**src/rtl/msu_sd_arbiter.sv**
```systemverilog
// Round-robin share of the HPS SD sector-read channel between the
// MSU audio streamer (port 0) and the MSU data-track reader (port 1).
module msu_sd_arbiter #(
  parameter int LBA_W        = 21,
  parameter int SECTOR_WORDS = 256,
  parameter int TIMEOUT      = 65535
) (
  input  logic             clk,
  input  logic             reset,
  input  logic [1:0]       req,
  input  logic [LBA_W-1:0] lba0,
  input  logic [LBA_W-1:0] lba1,
  output logic [1:0]       grant,
  output logic [1:0]       buff_wr_out,
  output logic [1:0]       done,
  output logic [1:0]       err,
  output logic             busy,
  output logic [LBA_W-1:0] sd_lba,
  output logic             sd_rd,
  input  logic             sd_ack,
  input  logic             sd_buff_wr
);

  localparam int WC_W = $clog2(SECTOR_WORDS) + 1;
  localparam int TM_W = $clog2(TIMEOUT + 1);

  localparam logic [1:0] S_IDLE = 2'd0;
  localparam logic [1:0] S_WAIT = 2'd1;
  localparam logic [1:0] S_XFER = 2'd2;
  localparam logic [1:0] S_FIN  = 2'd3;

  logic [1:0]       r_state;
  logic [1:0]       r_grant;
  logic [1:0]       r_done;
  logic [1:0]       r_err;
  logic [LBA_W-1:0] r_lba;
  logic             r_rd;
  logic             r_last;
  logic [WC_W-1:0]  r_word;
  logic [TM_W-1:0]  r_tmo;

  logic [1:0] w_req;
  logic       w_win;
  logic       w_gate;
  logic       w_full;

  // A requester whose done/err is showing this cycle has not yet had a
  // chance to drop its level request, so it is kept out of arbitration.
  assign w_req  = req & ~(r_done | r_err);
  assign w_win  = (w_req == 2'b11) ? ~r_last : w_req[1];
  assign w_gate = (r_state == S_XFER) & sd_ack & sd_buff_wr;
  assign w_full = (r_word == WC_W'(SECTOR_WORDS));

  assign grant       = r_grant;
  assign buff_wr_out = r_grant & {2{w_gate}};
  assign done        = r_done;
  assign err         = r_err;
  assign busy        = (r_state != S_IDLE);
  assign sd_lba      = r_lba;
  assign sd_rd       = r_rd;

  always_ff @(posedge clk) begin
    if (reset) begin
      r_state <= S_IDLE;
      r_grant <= '0;
      r_done  <= '0;
      r_err   <= '0;
      r_lba   <= '0;
      r_rd    <= 1'b0;
      r_last  <= 1'b1;
      r_word  <= '0;
      r_tmo   <= '0;
    end else begin
      r_done <= '0;
      r_err  <= '0;
      case (r_state)
        S_IDLE: begin
          if (|w_req) begin
            r_grant <= w_win ? 2'b10 : 2'b01;
            r_lba   <= w_win ? lba1 : lba0;
            r_rd    <= 1'b1;
            r_last  <= w_win;
            r_tmo   <= '0;
            r_state <= S_WAIT;
          end
        end
        S_WAIT: begin
          if (sd_ack) begin
            r_rd    <= 1'b0;
            r_word  <= '0;
            r_state <= S_XFER;
          end else if (r_tmo == TM_W'(TIMEOUT)) begin
            r_rd    <= 1'b0;
            r_err   <= r_grant;
            r_grant <= '0;
            r_state <= S_IDLE;
          end else begin
            r_tmo <= r_tmo + 1'b1;
          end
        end
        S_XFER: begin
          if (w_gate && !w_full)
            r_word <= r_word + 1'b1;
          if (!sd_ack)
            r_state <= S_FIN;
        end
        S_FIN: begin
          if (w_full)
            r_done <= r_grant;
          else
            r_err  <= r_grant;
          r_grant <= '0;
          r_state <= S_IDLE;
        end
        default: r_state <= S_IDLE;
      endcase
    end
  end

endmodule

```
**config.mk**
```make
export PLATFORM = sky130hd
export DESIGN_NAME = msu_sd_arbiter
export DESIGN_NICKNAME = d
export VERILOG_FILES = /design/src/rtl/msu_sd_arbiter.sv
export SDC_FILE = /design/constraint.sdc
export NUM_CORES = 1
export LEC_CHECK = 0
export ABC_AREA = 1
export ABC_CLOCK_PERIOD_IN_PS = 1800
export CAP_MARGIN = 20
export CELL_PAD_IN_SITES_DETAIL_PLACEMENT = 1
export CELL_PAD_IN_SITES_GLOBAL_PLACEMENT = 2
export CORE_ASPECT_RATIO = 1.5
export CORE_MARGIN = 2
export CORE_UTILIZATION = 25
export CTS_CLUSTER_DIAMETER = 100
export DETAILED_ROUTE_END_ITERATION = 8
export HOLD_SLACK_MARGIN = 0.12
export PLACE_DENSITY_LB_ADDON = 0.15
export REMOVE_ABC_BUFFERS = 1
export SLEW_MARGIN = 0
export SYNTH_ARGS = -nofsm -noshare
export SYNTH_HDL_FRONTEND = slang
export SYNTH_SLANG_ARGS = --single-unit
```
**constraint.sdc**
```tcl
create_clock -name clk -period 1.8 [get_ports clk]
set_input_delay 0.18 -clock clk [delete_from_list [all_inputs] [get_ports clk]]
set_output_delay 0.18 -clock clk [all_outputs]
set_load 0.005 [all_outputs]
```
---- Word level (Yosys, flattened, before mapping) ----
Index checks and enable logic that the tools add are counted.
storage, ports and cells
  register bits ........................... 56
  input bits .............................. 48
  output and inout port bits .............. 31
  word-level logic and storage cells ...... 75
cells by class
  add/subtract/negate cells ............... 2
  eq/ne operators ......................... 14
  multiplexer cells ....................... 26
  bitwise logic cells ..................... 9
  reductions and logical operators ........ 15
operators with widths
  cell                                                              number
  16-bit 2-to-1 mux                                                 3
  16-bit one-hot mux with 2 select lines                            1
  21-bit 2-to-1 mux                                                 1
  2-bit 2-to-1 mux                                                  10
  9-bit 2-to-1 mux                                                  2
  9-bit one-hot mux with 2 select lines                             1
  16-bit by 1-bit adder with 16-bit output (second input constant)  1
  16-bit equality test (second input constant)                      1
  2-bit != test (second input constant)                             6
  9-bit by 1-bit adder with 9-bit output (second input constant)    1
  9-bit equality test (second input constant)                       1
  3-bit AND reduction                                               3
  2-bit one-hot mux with 4 select lines                             1
  4-bit AND reduction                                               2
  2-bit equality test (second input constant)                       3
  2-bit one-hot mux with 3 select lines                             1
  2-bit nonzero test                                                3
  2-bit AND                                                         2
  1-bit 2-to-1 mux                                                  4
  2-bit one-hot mux with 2 select lines                             1
  3-bit != test (second input constant)                             1
  1-bit inverter                                                    3
  3-bit nonzero test                                                1
  3-bit OR reduction                                                1
  11 further kinds                                                  12

---- Depth between registers and ports, before layout ----
Gate-level depths: netlist of the first run.
  word-level depth ........................ 8
  mapped depth ............................ 12
  gate-level depth less buffers ........... 11

---- Worst setup path before layout of the first run ----
No wires, ideal clock.
  kind .................................... reg-to-reg
  from .................................... register r_tmo[0]
  to ...................................... register r_tmo[10]
  setup time .............................. 0.115 ns
  arrival ................................. 1.356 ns
  required time ........................... 1.685 ns
  slack ................................... 0.329 ns
  cell stages (with the launch flop) ...... 12
  path buffers ............................ 1
  period minus slack after synthesis ...... 1.471 ns
  cell sequence ........................... dfxtp_1 -> ha_1 -> nand2_2 -> nor2_4 -> nand2_2 -> inv_2 -> nand3_2 -> buf_2 -> nand3_1 -> nand2_1 -> nand2_1 -> nor2_1
on the way
  longest elaborated chain between the ends .. 4
  elaborated cells between the ends (all ways) .. 7
  those cells by class .................... add/sub: 1; eq/ne: 2; mux: 3; reduce/logical: 1
RTL lines
  what                                      line  text
  start: declaration                        40    logic [TM_W-1:0] r_tmo;
  start signal: assignment                  98    r_tmo <= r_tmo + 1'b1;
  16-bit by 1-bit adder with 16-bit output  98
  16-bit 2-to-1 mux                         92    end else if (r_tmo == TM_W'(TIMEOUT)) begin
  16-bit 2-to-1 mux                         88    if (sd_ack) begin
  16-bit one-hot mux with 2 select lines    76    case (r_state)
Parallel ways exist; a longest one is shown, timed or not. The select of a mux whose other input is x is not followed.
A chain may end at the register's enable or synchronous reset.

==> results of run 1 <==
-- what timing repair did --
item,in CTS,in global routing
endpoints found under the setup margin,2,14
resized for setup,2,6
hold buffers,0,0
buffers inserted,0,0
-- logic make-up after synthesis --
family / share of synthesized area
adder cells (fa/ha/maj): 0.01270
AO/OA/AOI/OAI: 0.1210
XOR/XNOR: 0.002963
AND/OR/NAND/NOR: 0.3610
flip-flops: 0.3792
buffers and inverters: 0.1231
-- layout make-up --
cell class	count	area, sq um
inverter	72	270.3
tap	150	187.7
clock inverter	2	10.01
timing repair buffer	97	952.2
clock buffer	6	138.9
antenna	2	5.005
fill	1486	7353
multi-input combinational	314	1486
sequential	56	1127
-- critical path, cell delays in order (launching register included) --
cell and delay (ns):
dfxtp_4 0.36, inv_2 0.05, nor2_4 0.10, nand3_2 0.10, nor2_1 0.10, clkdlybuf4s50_1 0.51
-- path summary, 6_finish.rpt --
path                                start              to  cells past startpoint
worst min register to register  r_word[4]       r_word[4]                      2
worst max register to register   r_tmo[0]       r_tmo[10]                     11
worst max-delay path             register  buff_wr_out[1]                      5
worst min-delay path            r_word[4]       r_word[4]                      2
-- Yosys cell counts, types with 2 or more instances --
| cell type | instances |
|---|---|
| dfxtp_1 | 56 |
| nor2_1 | 53 |
| nand3_1 | 51 |
| nand2_2 | 4 |
| buf_4 | 2 |
| nand3_2 | 2 |
| nand2_1 | 134 |
| clkbuf_1 | 4 |
| inv_2 | 7 |
| a21oi_1 | 20 |
| a211oi_1 | 3 |
| buf_1 | 2 |
| inv_1 | 64 |
| nor3_1 | 4 |
| o211ai_1 | 21 |
| ha_1 | 3 |
| buf_2 | 9 |
| nand3b_1 | 2 |
| o21ai_1 | 3 |
| nand4_1 | 2 |
| o21ai_0 | 6 |
-- power groups by stage --
stage / clock network (uW) / registers (uW) / logic (uW)
CTS: 1100 / 1380 / 801
global placement: 0 / 1410 / 787
global route: 1140 / 1400 / 878
detailed placement: 0 / 1410 / 796
finish: 1050 / 1380 / 787
floorplan: 0 / 1410 / 332
-- registers in the layout, summed over array words and instances, names as in the netlist, named ones only --
| register | flops |
|---|---|
| r_word | 9 |
| r_state | 1 |
| r_last | 1 |
| grant | 2 |
| sd_rd | 1 |
| done | 2 |
| r_tmo | 16 |
| sd_lba | 21 |
| err | 2 |
-- metrics by stage --
| step | instance area (sq um) | hold slack, ns | utilization | total power (uW) | worst slack (ns) |
|---|---|---|---|---|---|
| floorplan | 2863 | 0.2491 | - | 1742 | 0.1230 |
| global placement | 3999 | 0.4522 | 0.3468 | 2195 | 0.1322 |
| detailed placement | 3999 | 0.4549 | 0.3468 | 2206 | 0.09036 |
| CTS | 4154 | 0.4670 | 0.3602 | 3282 | 0.02258 |
| global route | 4175 | 0.4932 | 0.3621 | 3417 | 0.006669 |
| finish | 4178 | 0.4692 | 0.3623 | 3216 | 0.08509 |
-- routing by layer --
metal | global-route usage | part of all wire | vias to the layer above
li1 | - | - | 1616
met1 | 0.1771 | 0.40 | 1484
met2 | 0.3011 | 0.53 | 47
met3 | 0.03884 | 0.040 | 11
met4 | 0.06291 | 0.022 | 0
met5 | 0 | 0 | -
==> reports/metrics.csv, run 1 <==
stage,metric,value,unit
outcome,status,"finished, final reports clean",
power_and_ir_drop,Logic pwr share,0.245,
sta,Relative slew margins,0.7560,
power_and_ir_drop,NetSw,947.2,uW
route,final antenna-violating net count,0,
route,routed wire length,10.08,mm
setup_path,WP data required,1.62,ns
clock_network,clock latency on the worst-skew pair,0.31,ns
route,via count,3158,
logic_synthesis,ys async rst share,0,
cells_and_area,layout cell share with drive strength beyond 1,0.08775,
clock_network,Clock Pin Slew Worst Setup and Hold Paths,0.08,ns
logic_synthesis,Post-synth top flop,dfxtp_1,
route,WL per Instance,14.42,microns
floorplanning,io pins,79,
placement,I/O Buffers,78,
cells_and_area,"commonest non-fill, non-tap cell in the layout",nand2_1,
logic_synthesis,synth top area cells,"dfxtp_1, nand2_1, nand3_1",
setup_path,Startpoint Class,register,
logic_synthesis,Post-Syn Instances,460,
clock_network,CTS tree,done,
sta,Setup Skew,0.007337,ns
route,vias per cell,4.518,
cells_and_area,Final #Nets,597,
power_and_ir_drop,Static Leakage,0.001825,uW
route,Initial DRC Count,54,
clock_network,total clock sinks,56,
logic_synthesis,syn_area_per_cell,6.427,sq um
sta,fin crit share,0.9527,
setup_path,worst path arrival time,1.53,ns
power_and_ir_drop,Clock power frac,0.325,
sta,Final setup viols,0,
floorplanning,Core ar.,0.01153,sq mm
grt,vias in the first global route,3319,
setup_path,Crit. End Element,output pin,
sta,Max Clock Freq,0.5831,GHz
sta,RSZ-0062 raised after global routing,no,
floorplanning,die height,137.2,microns
setup_path,crit-path max FO,4,
grt,first-pass GRT wire length,16.17,mm
logic_synthesis,Post-synth EDFFs,0,
grt,initial antenna violation count,1,
cells_and_area,most frequent cells in the layout,"nand2_1, clkdlybuf4s50_1, inv_1",
power_and_ir_drop,Sw Share,0.2945,
logic_synthesis,yosys warns,0,
power_and_ir_drop,Flop pwr share,0.430,
logic_synthesis,"Seq/Total Area, Yosys",0.3792,
logic_synthesis,post-synth top area cell,dfxtp_1,
clock_network,Root Buffer,clkbuf_16,
sta,final hold vios,0,
grt,Total Routing Usage GR,0.1626,
route,DRC violations left,0,
logic_synthesis,synth unique cells,29,
sta,Period minus WS final,1.715,ns
logic_synthesis,flip-flop and latch count after synthesis,56,
clock_network,total CTS buffers,5,
sta,setup tns final,0,ns
floorplanning,Die Wd,92.80,microns
floorplanning,row cnt,48,
setup_path,r2r setup slk,0.19,ns
sta,Worst-Margin Slew,0.3647,ns
logic_synthesis,netlist area before placement,0.002957,sq mm
power_and_ir_drop,VDD IR max,0.0003815,V
grt,total grt overflow,0,
clock_network,Max Buffers Root-to-Sink,2,
flow_run,# Max-Cap Violations,0,
power_and_ir_drop,Pwr Density,769.8,mW/mm^2
clock_network,H-tree level count,2,
cells_and_area,fin cells,699,
placement,Final HPWL DP,7.650,mm
floorplanning,starting density of the core,0.2564,
placement,RD Place Congestion,0.7706,
route,Detailed Routing Iterations Pass 1,4,
grt,largest net degree at the start of global routing,45,
floorplanning,DIE AREA,0.01273,sq mm
setup_path,critical path type,reg -> out,
placement,placed cell count,689,
logic_synthesis,top-area cell type share of the netlist area,0.3792,
worst_hold_path,Hold Crit Class,reg -> reg,
cells_and_area,synth-to-layout area growth,41.30,%
power_and_ir_drop,internal power,2269,uW
sta,Pins Over Slew Limit,0,
No activity file was read; power rests on OpenSTA's default activity.
==> inputs of run 2 (changes only) <==
- SETUP_SLACK_MARGIN: default -> 0.1
- TNS_END_PERCENT: default -> 5
==> reports/metrics.csv, run 2 (synthesis gave the netlist of run 1 again) <==
stage,metric,value,unit
outcome,status,"finished, final reports clean",
route,DRC violations left,0,
setup_path,Crit. End Element,register,
clock_network,Max Buffers Root-to-Sink,2,
flow_run,# Max-Cap Violations,0,
cells_and_area,most frequent cells in the layout,"nand2_1, clkdlybuf4s50_1, inv_1",
sta,Final setup viols,0,
grt,Total Routing Usage GR,0.1626,
setup_path,Buf/Inv on CP,4,
sta,fin crit share,0.8971,
sta,setup ws final,0.1852,ns
power_and_ir_drop,Static Leakage,0.001875,uW
power_and_ir_drop,Clock power frac,0.322,
floorplanning,die height,137.2,microns
power_and_ir_drop,overall power,3241,uW
route,via count,3165,
setup_path,R2R depth,9,
floorplanning,Core ar.,0.01153,sq mm
worst_hold_path,hold endpoint,r_word[4],
worst_hold_path,Hold Crit Start,r_word[4],
setup_path,WP data required,2.00,ns
floorplanning,DIE AREA,0.01273,sq mm
sta,Setup Skew,0.006928,ns
grt,largest net degree at the start of global routing,45,
route,Detailed Routing Iterations Pass 1,4,
floorplanning,row cnt,48,
cells_and_area,layout cell share with drive strength beyond 1,0.09472,
route,Initial DRC Count,69,
placement,Final HPWL DP,7.650,mm
setup_path,worst path arrival time,1.81,ns
sta,final hold vios,0,
setup_path,critical path type,reg -> reg,
sta,Worst-Margin Slew,0.3620,ns
power_and_ir_drop,Flop pwr share,0.427,
grt,initial antenna violation count,1,
grt,first-pass GRT wire length,16.17,mm
sta,setup tns final,0,ns
setup_path,Critical-path top delay cell,dfxtp_4,
cells_and_area,# fillers,1483,
power_and_ir_drop,Logic pwr share,0.251,
cells_and_area,"Core Util, Final",0.3660,
power_and_ir_drop,VDD IR max,0.0003816,V
clock_network,clock latency on the worst-skew pair,0.30,ns
clock_network,Clock Pin Slew Worst Setup and Hold Paths,0.08,ns
sta,RSZ-0062 raised after global routing,yes,
grt,vias in the first global route,3319,
setup_path,crit-path max FO,13,
route,vias per cell,4.515,
setup_path,crit-path max cell delay,0.36,ns
power_and_ir_drop,internal power,2289,uW
cells_and_area,Final #Nets,599,
clock_network,total CTS buffers,5,
floorplanning,io pins,79,
clock_network,H-tree level count,2,
clock_network,CTS tree,done,
clock_network,Root Buffer,clkbuf_16,
setup_path,chain of cells forming the critical path,inv_2 -> nand2_1 -> inv_2 -> nand2_1 -> o21ai_2 -> buf_12 -> inv_1 -> nor2_1 -> nor3_1,
setup_path,Top delay family on crit path,buffers and inverters,
cells_and_area,"commonest non-fill, non-tap cell in the layout",nand2_1,
setup_path,reg2reg end,r_word[1],
placement,I/O Buffers,78,
placement,worst slack at placement,0.09036,ns
route,routed wire length,10.08,mm
grt,total grt overflow,0,
clock_network,total clock sinks,56,
sta,Period minus WS final,1.615,ns
power_and_ir_drop,Pwr Density,767.9,mW/mm^2
power_and_ir_drop,Sw Share,0.2937,
floorplanning,Die Wd,92.80,microns
route,WL per Instance,14.38,microns
route,final antenna-violating net count,0,
setup_path,Startpoint Class,register,
cells_and_area,synth-to-layout area growth,42.74,%
floorplanning,starting density of the core,0.2564,
power_and_ir_drop,NetSw,951.8,uW
cells_and_area,max FFs per register,21,
worst_hold_path,hold path depth,2,
sta,Pins Over Slew Limit,0,
placement,RD Place Congestion,0.7706,
sta,Max Clock Freq,0.6193,GHz
setup_path,r2r setup slk,0.19,ns
sta,Relative slew margins,0.7578,
worst_hold_path,Hold Crit Class,reg -> reg,
-- run 2: changes by cell type in the layout (fill, tap and decap cells not counted), sizes merged --
cell / delta
buf: +2
dlygate4sd2: +1
dlymetal6s2s: +1
clkdlybuf4s50: -2
-- run 2: layout make-up --
type,count,area [sq um],share of cell area
multi-input combinational,314,1494,0.3540
sequential,56,1129,0.2674
timing repair buffer,99,980.9,0.2324
inverter,72,275.3,0.06522
tap,150,187.7,0.04447
clock buffer,6,138.9,0.03291
clock inverter,2,10.01,0.002372
antenna,2,5.005,0.001186
-- run 2: layer usage --
layer  global-route usage  vias up  wire length [microns]
li1                     -     1621                      -
met1               0.1771     1486                   4085
met2               0.3011       47                   5379
met3              0.03884       11                    395
met4              0.06291        0                    222
met5                    0        -                      0
-- run 2: repair_timing --
| item | CTS | global route |
|---|---|---|
| hold buffers | 0 | 0 |
| resized for setup | 4 | 11 |
| buffers inserted | 0 | 2 |
| cloned | 0 | 0 |
| pin swaps | 1 | 2 |
| setup endpoints to repair | 4 | 40 |
-- run 2: worst reg2reg max path: cells and delay by family (launching register included) --
family	cells	cell delay [ns]
AOI/OAI and AO/OA	1	0.14
DFF	1	0.36
and+or+nand+nor	4	0.50
buffers and inverters	4	0.50
-- run 2: power by group through the flow --
stage               clock network (uW)  registers, uW  logic [uW]
floorplan                            0           1410         332
CTS                               1100           1380         802
detailed placement                   0           1410         796
finish                            1040           1380         813
global route                      1140           1400         906
global placement                     0           1410         787
-- run 2: stage by stage --
step	hold slack, ns	instances	instance area, sq um
after floorplan	0.2491	442	2863
after global placement	0.4522	689	3999
after detailed placement	0.4549	689	3999
after CTS	0.4670	697	4158
after global routing	0.4932	700	4218
final	0.4691	701	4220
-- run 2: worst max-delay path by stage --
stage / start / to / slack, ns / depth (start not counted)
6_report: register / r_word[1] / 0.19 / 9
5_1_grt: err[0] / r_tmo[10] / 0.04 / 10
4_1_cts: register / buff_wr_out[0] / 0.05 / 5
3_5_place_dp: req[1] / sd_lba[2] / 0.09 / 9
3_3_place_gp: req[1] / sd_lba[2] / 0.13 / 9
2_1_floorplan: err[0] / sd_lba[0] / 0.12 / 8
==> RTL edit, RTL diff (flow settings as in run 2) <==
Change the parameter `LBA_W` from 21 to 29.
--- a/src/rtl/msu_sd_arbiter.sv
+++ b/src/rtl/msu_sd_arbiter.sv
@@ -1,7 +1,7 @@
 // Round-robin share of the HPS SD sector-read channel between the
 // MSU audio streamer (port 0) and the MSU data-track reader (port 1).
 module msu_sd_arbiter #(
-  parameter int LBA_W        = 21,
+  parameter int LBA_W        = 29,
   parameter int SECTOR_WORDS = 256,
   parameter int TIMEOUT      = 65535
 ) (
Interface: changed (resized lba0, lba1 and sd_lba); port bits go from 79 to 103. No check against the original RTL was run, so the function may have changed too.
==> RTL edit against run 2 <==
- via count rose by 18%
- sequential cell count is 8 higher
- sequential power up 14%
- wire length is 27% higher
- final area increased by 19%
- clock power grew 72%
- total power rose by 33%
- utilization rose by 2.4 points
- synthesized area increased by 11%
- setup slack got worse by 0.039 ns
- die area up 11%
- largest power group is now clock
==> RTL edit: results (changes against run 2) <==
status - finished, final reports clean
layout cells sized above 1 - 11.9% (+2.4 points)
Hold Path Origin - lba0[14]
routed vias - 3744 (+18%)
placer congestion estimate - 0.764 (-0.86%)
xor/xnor share of the synthesized area - 0.266% (-0.030 points)
hpwl dp - 9870 um (+29%)
Hold Crit Class - in2reg
first-pass GRT wire length - 20000 um (+24%)
Synth area leaders - dfxtp_1 39%, nand2_1 13%, nand3_1 9.4%
post-synth cell types - 30 (+3.4%)
total CTS buffers - 9 (+4)
Fillers - 1613 (+8.8%)
hold path cells - 3 (+1)
FF-to-FF End - r_tmo[13]$_SDFFE_PP0P_
R2R depth - 8 (-1)
largest net degree at the start of global routing - 29 (-36%)
peak supply drop - 0.389 mV (+2.0%)
Worst Path Arrival - 1.47 ns (-0.34 ns)
Clock Latency Late Sink - 0.33 ns (+0.03 ns)
Yosys warning count - 0 (unchanged)
Compound-Gate Fraction of Synth Area - 11.1% (-0.99 points)
Reg clk slew, reported paths - 0.06 ns (-0.02 ns)
Lkg Pwr - 2.05 nW (+9.3%)
met2 global-route usage - 33.6% (+3.5 points)
routing usage on met1 - 19.0% (+1.3 points)
Iter 0 DRT Violations - 85 (+23%)
# port buffers - 102 (+31%)
sequential area share after synthesis - 39.0% (+1.0 points)
worst-path fanout max - 6 (-7)
final WL - 12800 um (+27%)
Hold Crit Endpoint - sd_lba[14]$_SDFFE_PP0P_
nets - 700 (+17%)
Setup Skew - 0.00276 ns (-0.00417 ns)
max reg flops - 29 (+38%)
Least-Margin Pin Slew - 0.402 ns (+0.0397 ns)
GRT met3 Usage - 4.69% (+0.80 points)
vias in the first global route - 3931 (+18%)
n_diodes - 0 (-2)
worst-case clock buffer depth - 2 (unchanged)
overall routing resource usage - 18.1% (+1.8 points)
initial antenna violation count - 0 (-1)
Largest stage delay, worst path - 0.46 ns (+0.10 ns)
H-tree depth - 3 (+1)
synthesized-area fraction occupied by adder cells - 1.14% (-0.13 points)
most instantiated cells after synthesis - 114 x nand2_1, 82 x nor2_1, 64 x dfxtp_1, 62 x nand3_1, 50 x inv_1
RTL edit: cell count changes after synthesis, moves of 14 or more:
cell	delta
nor2_1	+29
o211ai_1	-21
nand2_1	-20
o21ai_0	+19
a31oi_1	+17
nor3_1	+15
inv_1	-14
RTL edit: per-layer routing:
metal	vias up	wire length, um
met5	-	0
met4	0	338
met3	24	597
met2	84	6860
met1	1755	5000
li1	1881	-
RTL edit: how the worst max path moves through the flow:
stage,end,from,slack (ns),depth (start not counted)
6_report,busy,r_state[0]$_SDFFE_PP0P_,0.15,4
5_1_grt,r_tmo[10]$_SDFFE_PP0P_,r_tmo[1]$_SDFFE_PP0P_,0.03,9
4_1_cts,busy,r_state[0]$_SDFFE_PP0P_,0.12,4
3_5_place_dp,buff_wr_out[1],flip-flop,0.06,5
3_3_place_gp,buff_wr_out[1],sd_ack,0.08,4
2_1_floorplan,sd_lba[11]$_SDFFE_PP0P_,r_state[0]$_SDFFE_PP0P_,-0.11,6
RTL edit: cell families (layout without fill, tap and decap cells):
| logic type | Yosys count | in the layout |
|---|---|---|
| AO/OA/AOI/OAI | 67 | 67 |
| buffers and inverters | 75 | 209 |
| flip-flops | 64 | 64 |
| AND/OR/NAND/NOR | 294 | 294 |
| XOR/XNOR | 1 | 1 |
| adder cells (fa/ha/maj) | 3 | 3 |
RTL edit: layout make-up:
type                            count  share of cell area (%)
Tap cell                          159                    3.96
Multi-Input combinational cell    365                    34.5
Clock buffer                       10                    4.76
Sequential cell                    64                    25.6
Clock inverter                      6                    1.17
Inverter                           56                    4.24
Timing Repair Buffer              137                    25.8
RTL edit: timing repair:
action | 4_1_cts | 5_1_grt
endpoints found under the setup margin | 4 | 19
pin swaps | 2 | 0
buffers inserted | 2 | 0
resized for setup | 11 | 3
RTL edit: metrics by stage:
step	setup WS [ns]	hold WS [ns]	cell area (um^2)	TNS [ns]	instances
after floorplan	-0.111	0.249	3190	-1.47	485
after global placement	0.0750	0.463	4670	0	779
after detailed placement	0.0623	0.476	4670	0	779
after CTS	0.122	0.424	5020	0	797
after global routing	0.0306	0.443	5020	0	797
final	0.146	0.436	5020	0	797
RTL edit: where the power goes:
part | internal (mW) | switching (mW) | leakage [nW]
Clock | 1.10 | 0.685 | 0.152
Sequential | 1.52 | 0.0599 | 0.524
Combinational | 0.462 | 0.480 | 1.37
RTL edit: tightest hold or removal path, delay by kind of cell:
family	cells	cell delay, ns
compound gates	1	0.06
buf+inv	1	0.40
simple gates	1	0.08
